$ cat src/rtl/sleep_seq_ctrl.sv
// sleep_seq_ctrl
// Low-power sequencer between the CSR block and the power-domain switch FSMs.
// It accepts a sleep-mode request and runs a 4-phase req/ack handshake with the
// power switch controller. While asleep it qualifies asynchronous wake sources
// through a 2-flop synchroniser, a programmable debounce and a mask. It leaves
// sleep through the same handshake, then waits a per-mode wake latency before
// returning to ACTIVE.
//
// Ports
//   clk          PMU clock
//   rstn         asynchronous active-low reset
//   sleep_req    1-cycle request pulse; sleep_mode is sampled with it
//   sleep_mode   target mode (0 = ACTIVE/no-op, >= NUM_MODES is illegal)
//   wake_src     asynchronous level wake inputs
//   wake_mask    1 = wake source enabled
//   filt_len     debounce length: stable-high cycles minus 1
//   wake_lat     per-mode wake latency, slice m belongs to mode m
//   pwr_req      handshake request to the power controller
//   pwr_mode     mode presented with the request (held until next accepted request)
//   pwr_ack      handshake acknowledge
//   state        FSM state: ACTIVE=0 ENTER=1 SLEEP=2 EXIT=3 WAKING=4
//   wake_cause   sticky captured wake cause
//   cause_clr    pulse: clear wake_cause
//   wake_done    1-cycle pulse on WAKING->ACTIVE
//   mode_err     1-cycle pulse after an illegal request
//   sleep_cycles cycles spent in SLEEP during the last/current episode
module sleep_seq_ctrl #(
  parameter int NUM_WAKE  = 8,
  parameter int NUM_MODES = 6,
  parameter int MODE_W    = 3,
  parameter int TIMER_W   = 16,
  parameter int FILT_W    = 4
) (
  input  logic                         clk,
  input  logic                         rstn,
  input  logic                         sleep_req,
  input  logic [MODE_W-1:0]            sleep_mode,
  input  logic [NUM_WAKE-1:0]          wake_src,
  input  logic [NUM_WAKE-1:0]          wake_mask,
  input  logic [FILT_W-1:0]            filt_len,
  input  logic [NUM_MODES*TIMER_W-1:0] wake_lat,
  output logic                         pwr_req,
  output logic [MODE_W-1:0]            pwr_mode,
  input  logic                         pwr_ack,
  output logic [2:0]                   state,
  output logic [NUM_WAKE-1:0]          wake_cause,
  input  logic                         cause_clr,
  output logic                         wake_done,
  output logic                         mode_err,
  output logic [31:0]                  sleep_cycles
);

  typedef enum logic [2:0] {
    ST_ACTIVE = 3'd0,
    ST_ENTER  = 3'd1,
    ST_SLEEP  = 3'd2,
    ST_EXIT   = 3'd3,
    ST_WAKING = 3'd4
  } state_e;

  // One extra bit so that NUM_MODES == 2**MODE_W still compares correctly.
  localparam logic [MODE_W:0] MODE_LIMIT = (MODE_W+1)'(NUM_MODES);
  localparam int              LAT_N      = 2**MODE_W;

  // ---------------------------------------------------------------------------
  // Wake-source qualification
  // ---------------------------------------------------------------------------
  logic [NUM_WAKE-1:0]           sync1_q;
  logic [NUM_WAKE-1:0]           sync2_q;
  logic [NUM_WAKE-1:0]           qual_q;
  logic [NUM_WAKE-1:0][FILT_W:0] cnt_q;
  logic [FILT_W:0]               filt_thr_s;
  logic [NUM_WAKE-1:0]           hit_s;

  assign filt_thr_s = {1'b0, filt_len};
  assign hit_s      = qual_q & wake_mask;

  // Synchroniser plus debounce counters. cnt_q holds the number of earlier
  // consecutive high cycles, so the current high cycle makes cnt_q+1 in total;
  // qual rises once that total reaches filt_len+1.
  always_ff @(posedge clk or negedge rstn) begin
    if (!rstn) begin
      sync1_q <= '0;
      sync2_q <= '0;
      qual_q  <= '0;
      cnt_q   <= '0;
    end else begin
      sync1_q <= wake_src;
      sync2_q <= sync1_q;
      for (int i = 0; i < NUM_WAKE; i++) begin
        if (sync2_q[i]) begin
          if (cnt_q[i] != {(FILT_W+1){1'b1}}) begin
            cnt_q[i] <= cnt_q[i] + {{FILT_W{1'b0}}, 1'b1};
          end else begin
            cnt_q[i] <= cnt_q[i];
          end
          qual_q[i] <= (cnt_q[i] >= filt_thr_s);
        end else begin
          cnt_q[i]  <= '0;
          qual_q[i] <= 1'b0;
        end
      end
    end
  end

  // ---------------------------------------------------------------------------
  // Wake latency lookup, padded to a power of two so any mode code indexes it
  // ---------------------------------------------------------------------------
  logic [TIMER_W-1:0] lat_tbl_s [LAT_N];

  for (genvar m = 0; m < LAT_N; m++) begin : g_lat
    if (m < NUM_MODES) begin : g_used
      assign lat_tbl_s[m] = wake_lat[m*TIMER_W +: TIMER_W];
    end else begin : g_unused
      assign lat_tbl_s[m] = '0;
    end
  end

  // ---------------------------------------------------------------------------
  // Sequencer FSM
  // ---------------------------------------------------------------------------
  state_e              state_q,     state_d;
  logic [MODE_W-1:0]   mode_q,      mode_d;
  logic                pending_q,   pending_d;
  logic [TIMER_W-1:0]  timer_q,     timer_d;
  logic [NUM_WAKE-1:0] cause_q,     cause_d;
  logic [31:0]         sleep_cnt_q, sleep_cnt_d;
  logic                mode_err_q,  mode_err_d;
  logic                wake_done_q, wake_done_d;
  logic                pwr_req_q,   pwr_req_d;

  // State and output registers; reset drops pwr_req immediately.
  always_ff @(posedge clk or negedge rstn) begin
    if (!rstn) begin
      state_q     <= ST_ACTIVE;
      mode_q      <= '0;
      pending_q   <= 1'b0;
      timer_q     <= '0;
      cause_q     <= '0;
      sleep_cnt_q <= 32'd0;
      mode_err_q  <= 1'b0;
      wake_done_q <= 1'b0;
      pwr_req_q   <= 1'b0;
    end else begin
      state_q     <= state_d;
      mode_q      <= mode_d;
      pending_q   <= pending_d;
      timer_q     <= timer_d;
      cause_q     <= cause_d;
      sleep_cnt_q <= sleep_cnt_d;
      mode_err_q  <= mode_err_d;
      wake_done_q <= wake_done_d;
      pwr_req_q   <= pwr_req_d;
    end
  end

  // Next-state logic. A cause capture in the same cycle as cause_clr keeps
  // only the freshly captured bits, because the clear is applied first.
  always_comb begin
    state_d     = state_q;
    mode_d      = mode_q;
    pending_d   = pending_q;
    timer_d     = timer_q;
    cause_d     = cause_clr ? '0 : cause_q;
    sleep_cnt_d = sleep_cnt_q;
    mode_err_d  = 1'b0;
    wake_done_d = 1'b0;
    case (state_q)
      ST_ACTIVE: begin
        if (sleep_req) begin
          if (sleep_mode == '0) begin
            state_d = ST_ACTIVE;
          end else if ({1'b0, sleep_mode} >= MODE_LIMIT) begin
            mode_err_d = 1'b1;
          end else begin
            mode_d  = sleep_mode;
            state_d = ST_ENTER;
          end
        end else begin
          state_d = ST_ACTIVE;
        end
      end
      ST_ENTER: begin
        // A wake seen while entering is remembered; the handshake completes first.
        if (|hit_s) begin
          pending_d = 1'b1;
          cause_d   = cause_d | hit_s;
        end else begin
          pending_d = pending_q;
        end
        if (pwr_ack) begin
          state_d     = ST_SLEEP;
          sleep_cnt_d = 32'd0;
        end else begin
          state_d = ST_ENTER;
        end
      end
      ST_SLEEP: begin
        if (sleep_cnt_q != 32'hFFFF_FFFF) begin
          sleep_cnt_d = sleep_cnt_q + 32'd1;
        end else begin
          sleep_cnt_d = sleep_cnt_q;
        end
        cause_d = cause_d | hit_s;
        if ((|hit_s) || pending_q) begin
          state_d   = ST_EXIT;
          pending_d = 1'b0;
        end else begin
          state_d = ST_SLEEP;
        end
      end
      ST_EXIT: begin
        if (!pwr_ack) begin
          state_d = ST_WAKING;
          timer_d = lat_tbl_s[mode_q];
        end else begin
          state_d = ST_EXIT;
        end
      end
      ST_WAKING: begin
        if (timer_q == '0) begin
          state_d     = ST_ACTIVE;
          wake_done_d = 1'b1;
        end else begin
          timer_d = timer_q - {{(TIMER_W-1){1'b0}}, 1'b1};
        end
      end
      default: begin
        state_d   = ST_ACTIVE;
        pending_d = 1'b0;
      end
    endcase
  end

  // Output decode: request is held throughout ENTER and SLEEP.
  always_comb begin
    pwr_req_d = 1'b0;
    case (state_d)
      ST_ENTER: pwr_req_d = 1'b1;
      ST_SLEEP: pwr_req_d = 1'b1;
      default:  pwr_req_d = 1'b0;
    endcase
  end

  assign pwr_req      = pwr_req_q;
  assign pwr_mode     = mode_q;
  assign state        = state_q;
  assign wake_cause   = cause_q;
  assign wake_done    = wake_done_q;
  assign mode_err     = mode_err_q;
  assign sleep_cycles = sleep_cnt_q;

endmodule
$ cat config.mk
export PLATFORM = sky130hd
export DESIGN_NAME = sleep_seq_ctrl
export DESIGN_NICKNAME = d
export VERILOG_FILES = /design/src/rtl/sleep_seq_ctrl.sv
export SDC_FILE = /design/constraint.sdc
export NUM_CORES = 1
export LEC_CHECK = 0
export CAP_MARGIN = 30
export CORE_UTILIZATION = 55
export CTS_CLUSTER_SIZE = 25
export DETAILED_ROUTE_END_ITERATION = 10
export PLACE_DENSITY = 0.86
export SYNTH_ARGS = -nofsm -noshare
export SYNTH_HDL_FRONTEND = slang
export SYNTH_SLANG_ARGS = --single-unit
$ cat constraint.sdc
create_clock -name clk -period 6.9 [get_ports clk]
set_clock_uncertainty 0.2 [all_clocks]
set_input_delay 1.38 -clock clk [delete_from_list [all_inputs] [get_ports clk]]
set_output_delay 1.38 -clock clk [all_outputs]
set_load 0.1 [all_outputs]
==> flow_metrics.py <==
metrics = {
    "run_status": {
        "run_status": "finished, final reports clean",
    },
    "drt": {
        "drt_pre_antenna_iters": 5,
        "via_count": 6714,
        "ant_nets": 0,
        "drt-initial-drc-count": 518,
        "wl_per_cell_um": 17.70,
        "drt_wl_total_um": 20000,
        "via_per_inst": 5.942,
        "drc": 0,
    },
    "sta": {
        "hold_viol_final": 0,
        "fin_ws_ns": 2.741,
        "whs_ns": 0.1473,
        "post-route-period-util_pct": 60.28,
        "finalSetupViolCount": 0,
        "slew_viol_final": 0,
        "slew_headroom_pct": 33.60,
        "max_freq_mhz": 240.4,
        "period_needed_ns": 4.160,
        "tightest_slew_ns": 0.9894,
        "rsz0062_at_grt": "no",
        "fin_setup_tns_ns": 0,
    },
    "hold_path": {
        "min_path_type": "reg2reg",
    },
    "final_layout": {
        "antenna_cells": 0,
        "fin_nets": 1113,
        "final_cell_mix": "171 x clkdlybuf4s50_1, 129 x dfrtp_1, 52 x nand2_1, 52 x o21ai_0, 52 x a21oi_1",
        "synthToLayoutAreaGrowth_pct": 31.38,
        "final_common_cell": "clkdlybuf4s50_1",
        "drive_gt1_share_pct": 7.053,
        "post-route-util_pct": 73.81,
    },
    "worst_setup_path": {
        "worstPathRequired_ns": 5.32,
        "cp_max_fo": 22,
        "critPathLaunchType": "register",
        "cp-end-kind": "output port",
        "cp_top_family": "buffers and inverters",
        "critical_path_arrival_ns": 2.58,
        "cp_slowest_cell": "clkdlybuf4s50_1",
        "max_stage_delay_ns": 1.27,
        "crit_buf_inv": 1,
        "crit_type": "reg2out",
        "crit_chain": "clkdlybuf4s50_1",
    },
    "global_route": {
        "grt_pass1_vias": 6693,
        "grt_first_pass_wirelength_um": 32590,
        "grt_antenna_before_repair": 0,
        "grt_use_total_pct": 28.67,
        "overflow": 0,
        "grt_max_degree": 76,
    },
    "logic_synthesis": {
        "syn_area_per_cell_sq_um": 10.10,
        "ys.flop_type": "dfrtp_1",
        "synthCells": 772,
        "syn-cell-area_sq_mm": 0.007799,
        "yosys_warnings": 0,
        "syn-num-nets": 946,
        "synthArstFlopShare_pct": 100.0,
        "ys_seq_elements": 130,
        "synth-edff-count": 0,
        "yosysSeqAreaShare_pct": 41.71,
        "ys_types": 62,
    },
    "floorplanning": {
        "chipHeight_um": 121.1,
        "core-area_sq_mm": 0.01388,
        "die_area_sq_mm": 0.01466,
        "ios": 173,
        "num_rows": 43,
        "die_x_um": 121.1,
        "initial_core_util_pct": 56.18,
    },
    "pwr": {
        "p_leak_nw": 4.064,
        "powerDensity_mw_per_mm2": 173.0,
        "ir_drop_mv": 0.1783,
    },
    "clocking": {
        "tritoncts": "built",
        "cts_buffer_depth": 2,
        "postCtsHoldBufs": 0,
        "cts_inserted_buffers": 17,
        "htree_levels": 4,
        "clk_transition_reported_paths_ns": 0.05,
        "post-cts-setup-buffer-count": 0,
        "cts_sinks": 130,
        "root_buffer": "clkbuf_16",
        "insertion_delay_ns": 0.42,
        "cts.repair.resized": 0,
    },
    "placed_design": {
        "numPortBuffers": 172,
        "hpwl_um": 14340,
        "globalplace.congestion": 0.8426,
        "post-place-ws_ns": 2.640,
    },
    "job": {
        "cap_viol_max_count": 0,
    },
}
==> cells in the mapped netlist (18+ instances only) <==
master      n  area share [%]
xnor2_1    25             2.8
a21oi_1    52             3.3
dfrtp_1   130              42
ha_1       50             8.0
mux2i_1    37             4.7
and2_1     25             2.0
nor2_1     36             1.7
nand2b_1   21             1.7
nor2b_1    29             2.3
o21ai_0    52             3.3
inv_1      28             1.3
nand4_1    18             1.4
nand2_1    52             2.5
==> where the power goes <==
group	internal [mW]	switching, mW	total (mW)	leakage (nW)
sequential	0.782	0.0199	0.802	1.63
clock	0.478	0.315	0.793	0.262
combinational	0.109	0.0687	0.178	2.17
==> area by class of cell <==
type | count | area, sq um
Clock buffer | 23 | 478.0
Multi-Input combinational cell | 583 | 4313
Clock inverter | 7 | 35.03
Inverter | 28 | 105.1
Fill cell | 976 | 3635
Sequential cell | 130 | 3254
Timing Repair Buffer | 179 | 1836
Tap cell | 180 | 225.2
==> flip-flops by register name, indices dropped and copies added (netlist names) <==
| signal | flops |
|---|---|
| timer_q | 16 |
| qual_q | 8 |
| pwr_req | 1 |
| state | 3 |
| sleep_cycles | 32 |
| wake_done | 1 |
| mode_err | 1 |
| wake_cause | 8 |
| pending_q | 1 |
| cnt_q | 40 |
| sync2_q | 8 |
| pwr_mode | 3 |
| sync1_q | 8 |
==> final timing paths <==
path	depth (start not counted)	slack (ns)	startpoint	end
setup / recovery	1	2.74	pwr_mode[1]	pwr_mode[1]
hold / removal	0	0.15	sync1_q[6]	sync2_q[6]
setup reg to reg	7	3.48	timer_q[0]	timer_q[11]
hold reg to reg	0	0.15	sync1_q[6]	sync2_q[6]
max in group asynchronous	3	4.88	rstn	cnt_q[34]
min in group asynchronous	1	0.71	rstn	cnt_q[37]
==> through the flow <==
step	std cells	instance area [sq um]	total power, mW
3_3_place_gp	1097	9651	0.9812
3_5_place_dp	1099	9706	0.9891
6_report	1130	10250	1.773
5_1_grt	1130	10250	1.843
4_1_cts	1129	10220	1.784
2_1_floorplan	772	7799	0.8763
==> layer usage <==
metal,global-route usage (%),vias up,share of wire (%)
li1,-,3166,-
met1,37.09,3264,42
met2,47.18,244,50
met3,7.002,40,5.6
met4,9.414,0,2.1
met5,0,-,0
==> cell families (layout without fill, tap and decap cells) <==
kind of cell,count (synthesis),after routing,share of synthesized area [%]
compound gates,167,167,13.11
xor+xnor,27,27,3.032
fa+ha+maj,50,50,8.022
buf+inv,59,237,3.177
flops,130,130,41.71
mux,55,55,9.658
simple gates,284,284,21.29
No activity file was read; power rests on OpenSTA's default activity.
==> variant 1: new RTL, same flow settings <==
Set the parameter `TIMER_W` to 12 (it was 16).
--- a/src/rtl/sleep_seq_ctrl.sv
+++ b/src/rtl/sleep_seq_ctrl.sv
@@ -30,3 +30,3 @@
   parameter int MODE_W    = 3,
-  parameter int TIMER_W   = 16,
+  parameter int TIMER_W   = 12,
   parameter int FILT_W    = 4
Ports: changed (resized wake_lat); port bits go from 173 to 149. The function was not compared with the original's and may differ.
==> variant 1 against the unedited design <==
Synthesized cell count shrank 8.0%. First-iteration DRC count grew 9.7%. Setup slack lost 57 ps. Wire length shrank 7.4%. Area after synthesis shrank 6.9%. Die area shrank 6.8%. Sequential cell count shrank 4. Cell count shrank 7.7%. Critical path type is now in -> reg. Final area shrank 7.4%.
Power is not compared: it rests on default switching activity, and its combinational part moved more than twofold at a synthesized area within 25%.
==> variant 1: results (changes against the unedited design) <==
stage;metric;value;unit;change
global_routing;grt_pass1_wl;29820;um;-8.5%
finish;nMultiInputCombCells;534;;-8.4%
routing;detail_route.wirelength;18510;um;-7.4%
yosys;synth_nets;860;;-9.1%
global_routing;grtUsageMet1;36.14;%;-0.95 points
finish;nets;1008;;-9.4%
routing;drtIter0Drc;568;;+9.7%
worst_hold_path;hp-start;sync1_q[4];;
setup_path;r2r-start;state[0];;
placed_design;place_area;0.008910;mm^2;-8.2%
yosys;synth_cell_types;57;;-8.1%
finish;inv_count;27;;-3.6%
yosys;synth-seq-area-share;43.41;%;+1.7 points
setup_path;cp_max_fo;19;;-14%
setup_path;critPathTopFamily;simple AND/OR/NAND/NOR gates;;
setup_path;critPathLaunch;pwr_ack;;
yosys;synthXorXnorAreaFrac;3.618;%;+0.59 points
global_routing;grt_max_degree;67;;-12%
setup_path;worstPathArrival;4360;ps;+1780 ps
finish;finalCoreUtilization;74.60;%;+0.78 points
setup_path;slowest_stage;nand4bb_1;;
finish;sh_seq_area;33.22;%;+1.5 points
finish;drive_gt1_share;6.322;%;-0.73 points
yosys;synth_compound_area_share;11.25;%;-1.9 points
finish;area_share_nonclk_buffers;15.94;%;-2.0 points
finish;fillers;923;;-5.4%
finish;clk_share;6.091;%;+1.1 points
clock_network;clkSinkCount;126;;-3.1%
finish;n_all_buffers;152;;-15%
setup_path;slowest_delay;760;ps;-510 ps
finish;antenna_cells;1;;+1
placed_design;place_congestion;0.8744;;+3.8%
yosys;synth_mux_area_share;8.837;%;-0.82 points
global_routing;use_met3;7.003;%;about the same
status;outcome;completed;;
variant 1: stage by stage:
| stage | instances | setup WS, ps | hold WS, ps |
|---|---|---|---|
| 6_report | 1043 | 2684 | 144.8 |
| 5_1_grt | 1042 | 2497 | 157.4 |
| 4_1_cts | 1042 | 2761 | 147.6 |
| 2_1_floorplan | 710 | 3733 | 131.2 |
| 3_5_place_dp | 1011 | 2328 | 135.6 |
| 3_3_place_gp | 1010 | 2539 | 133.5 |
variant 1: layer usage:
layer / up-vias / routed length [um]
met5: - / 0
met4: 0 / 426
met3: 40 / 986
met2: 200 / 9483
met1: 3046 / 7610
li1: 2898 / -
variant 1: worst paths after layout:
kind	endpoint	slack, ps	cells after the start
worst max-delay path	sleep_cycles[28]	2680	6
min in group asynchronous	sleep_cycles[13]	830	1
worst max register to register	sleep_cycles[28]	3490	5
worst min-delay path	sync2_q[4]	140	0
max in group asynchronous	cnt_q[14]	4360	2
worst min register to register	sync2_q[4]	140	0
==> variant 2: new RTL, same settings <==
Made on the original files. The output `mode_err` loses its register stage (`mode_err_q` becomes a continuous assignment).
--- a/src/rtl/sleep_seq_ctrl.sv
+++ b/src/rtl/sleep_seq_ctrl.sv
@@ -140,3 +140,2 @@
       sleep_cnt_q <= 32'd0;
-      mode_err_q  <= 1'b0;
       wake_done_q <= 1'b0;
@@ -150,3 +149,2 @@
       sleep_cnt_q <= sleep_cnt_d;
-      mode_err_q  <= mode_err_d;
       wake_done_q <= wake_done_d;
@@ -155,2 +153,4 @@
   end
+
+  assign mode_err_q = mode_err_d;
 
Check against the original RTL: not equivalent (Yosys sat finds a counterexample within 4 cycles, from zero or initial values and one cycle with rstn low).
==> variant 2 against the unedited design <==
Cell count is essentially flat. Critical endpoint is now mode_err. Largest cell class unchanged. Highest routed layer unchanged. Final area grew 1.8%. Sequential share of layout area shrank 0.79 points. Via count grew 1.5%. Setup slack lost 800 ps. Synthesized cell count shrank 0.13%. Sequential cell count shrank 1. Count of clock-buffer cells in the layout shrank 4. Area after synthesis shrank 0.32%. Total power grew 20%. Wire length grew 5.6%.
==> variant 2: results (changes against the unedited design) <==
stage;metric;value;unit;change
status;outcome;completed;;
clock_network;cts_buffer_depth;2;;unchanged
placed_design;pre_cts_ws;1953;ps;-687.4 ps
global_routing;grtUsageTotal;30.25;%;+1.6 points
finish;regMostFlops;cnt_q;;
yosys;yosys-top-cells-area;dfrtp_1, ha_1, mux2i_1, mux4_2, a21oi_1;;
placed_design;portBuffers;172;;unchanged
clock_network;post-cts-setup-buffer-count;0;;unchanged
placed_design;place_congestion;0.8445;;+0.23%
yosys;ys_top_cells_by_count;dfrtp_1, a21oi_1, nand2_1, o21ai_0, ha_1;;
yosys;yosys_most_used_dff;dfrtp_1;;
clock_network;htreeDepth;4;;unchanged
sta;tightest_slew;1026;ps;+36.77 ps
clock_network;cts.clk_slew.worst_paths;60;ps;
finish;drive_gt1_share;7.571;%;+0.52 points
yosys;async_flop_share;100.0;%;unchanged
yosys;synth_nets;945;;-0.11%
power_and_ir_drop;p_leak;4.137;nW;+1.8%
finish;antenna_cells;0;;unchanged
routing;drtIter0Drc;545;;+5.2%
placed_design;place_area;0.009644;mm^2;-0.63%
power_and_ir_drop;intPower;1.693;mW;+24%
clock_network;clk_latency;420;ps;about the same
routing;detail_route.wirelength;21110;um;+5.6%
finish;largest_reg_flops;40;;unchanged
setup_path;worstPathArrival;3380;ps;+800 ps
finish;fillers;967;;-0.92%
setup_path;slowest_delay;1170;ps;-100 ps
placed_design;hpwl;14490;um;+1.0%
yosys;synth_cells;771;;-0.13%
routing;via_per_inst;6.027;;+1.4%
worst_hold_path;hold_class;reg -> reg;;
sta;fmax;201.4;MHz;-16%
yosys;synth_cell_types;62;;unchanged
global_routing;grt_pass1_wl;34080;um;+4.6%
yosys;yosys_warnings;0;;unchanged
setup_path;slowest_stage;clkdlybuf4s50_1;;
clock_network;root_buffer;clkbuf_16;;
power_and_ir_drop;vdd_drop_max;232.7;uV;+31%
routing;drt-pass1-iter-count;5;;unchanged
sta;hold_slack;145.3;ps;-1.912 ps
global_routing;grt_pass1_vias;6776;;+1.2%
setup_path;critPathTopFamily;buffers and inverters;;
global_routing;grt_max_degree;74;;-2.6%
finish;instances_no_fill;1131;;+0.088%
clock_network;ctsResizeCount;0;;unchanged
clock_network;cts-buffers-inserted;17;;unchanged
setup_path;cp_max_fo;7;;-68%
setup_path;ff2ff_setup_slack;3410;ps;-70 ps
global_routing;antenna_found_initial;0;;unchanged
yosys;synth-seq-area-share;41.53;%;-0.19 points
==> variant 2: cell count changes after synthesis <==
cell     before  now
dfrtp_1     130  129
==> variant 2: metal layers <==
| metal | vias up | GRT usage, % | wire, um |
|---|---|---|---|
| met2 | 247 | 49.93 | 10790 |
| met5 | - | 0 | 0 |
| met1 | 3364 | 39.07 | 8706 |
| met4 | 0 | 11.50 | 367 |
| li1 | 3171 | - | - |
| met3 | 34 | 6.344 | 1245 |
==> variant 2: kinds of logic after synthesis <==
group | Yosys count | synth area share [%]
adders and majority gates | 50 | 8.048
DFF | 129 | 41.53
muxes | 55 | 9.689
xor gates and xnor gates | 27 | 3.042
and+or+nand+nor | 284 | 21.36
AOI/OAI and AO/OA | 167 | 13.15
buffers and inverters | 59 | 3.187
==> variant 2: final timing paths <==
| path | from | endpoint | depth (start not counted) |
|---|---|---|---|
| hold reg to reg | sync1_q[5] | sync2_q[5] | 0 |
| setup / recovery | sleep_mode[1] | mode_err | 4 |
| min in group asynchronous | rstn | cnt_q[0] | 1 |
| setup reg to reg | timer_q[0] | timer_q[11] | 7 |
| hold / removal | sync1_q[5] | sync2_q[5] | 0 |
| max in group asynchronous | rstn | timer_q[7] | 3 |
==> variant 2: power by group through the flow <==
stage          logic, mW  registers, mW  clock network (mW)
2_1_floorplan     0.0672          0.803                   0
3_3_place_gp       0.167          0.808                   0
3_5_place_dp       0.175          0.809                   0
4_1_cts            0.178          0.797                1.16
5_1_grt            0.196          0.799                1.20
6_report           0.178          0.797                1.16
==> variant 2: worst register-to-register path: cells and delay by family (launching register included) <==
kind	cells	cell delay, ps
AOI/OAI and AO/OA	2	1140
adders and majority gates	1	210
buffers and inverters	2	500
DFF	1	430
and+or+nand+nor	2	910
==> variant 2: layout make-up <==
class	count	area (um^2)	area share, %
clock buffer	19	452.9	4.344
inverter	28	105.1	1.008
timing repair buffer	179	1799	17.25
multi-input combinational	583	4313	41.36
tap	180	225.2	2.160
clock inverter	13	302.8	2.904
sequential	129	3229	30.97
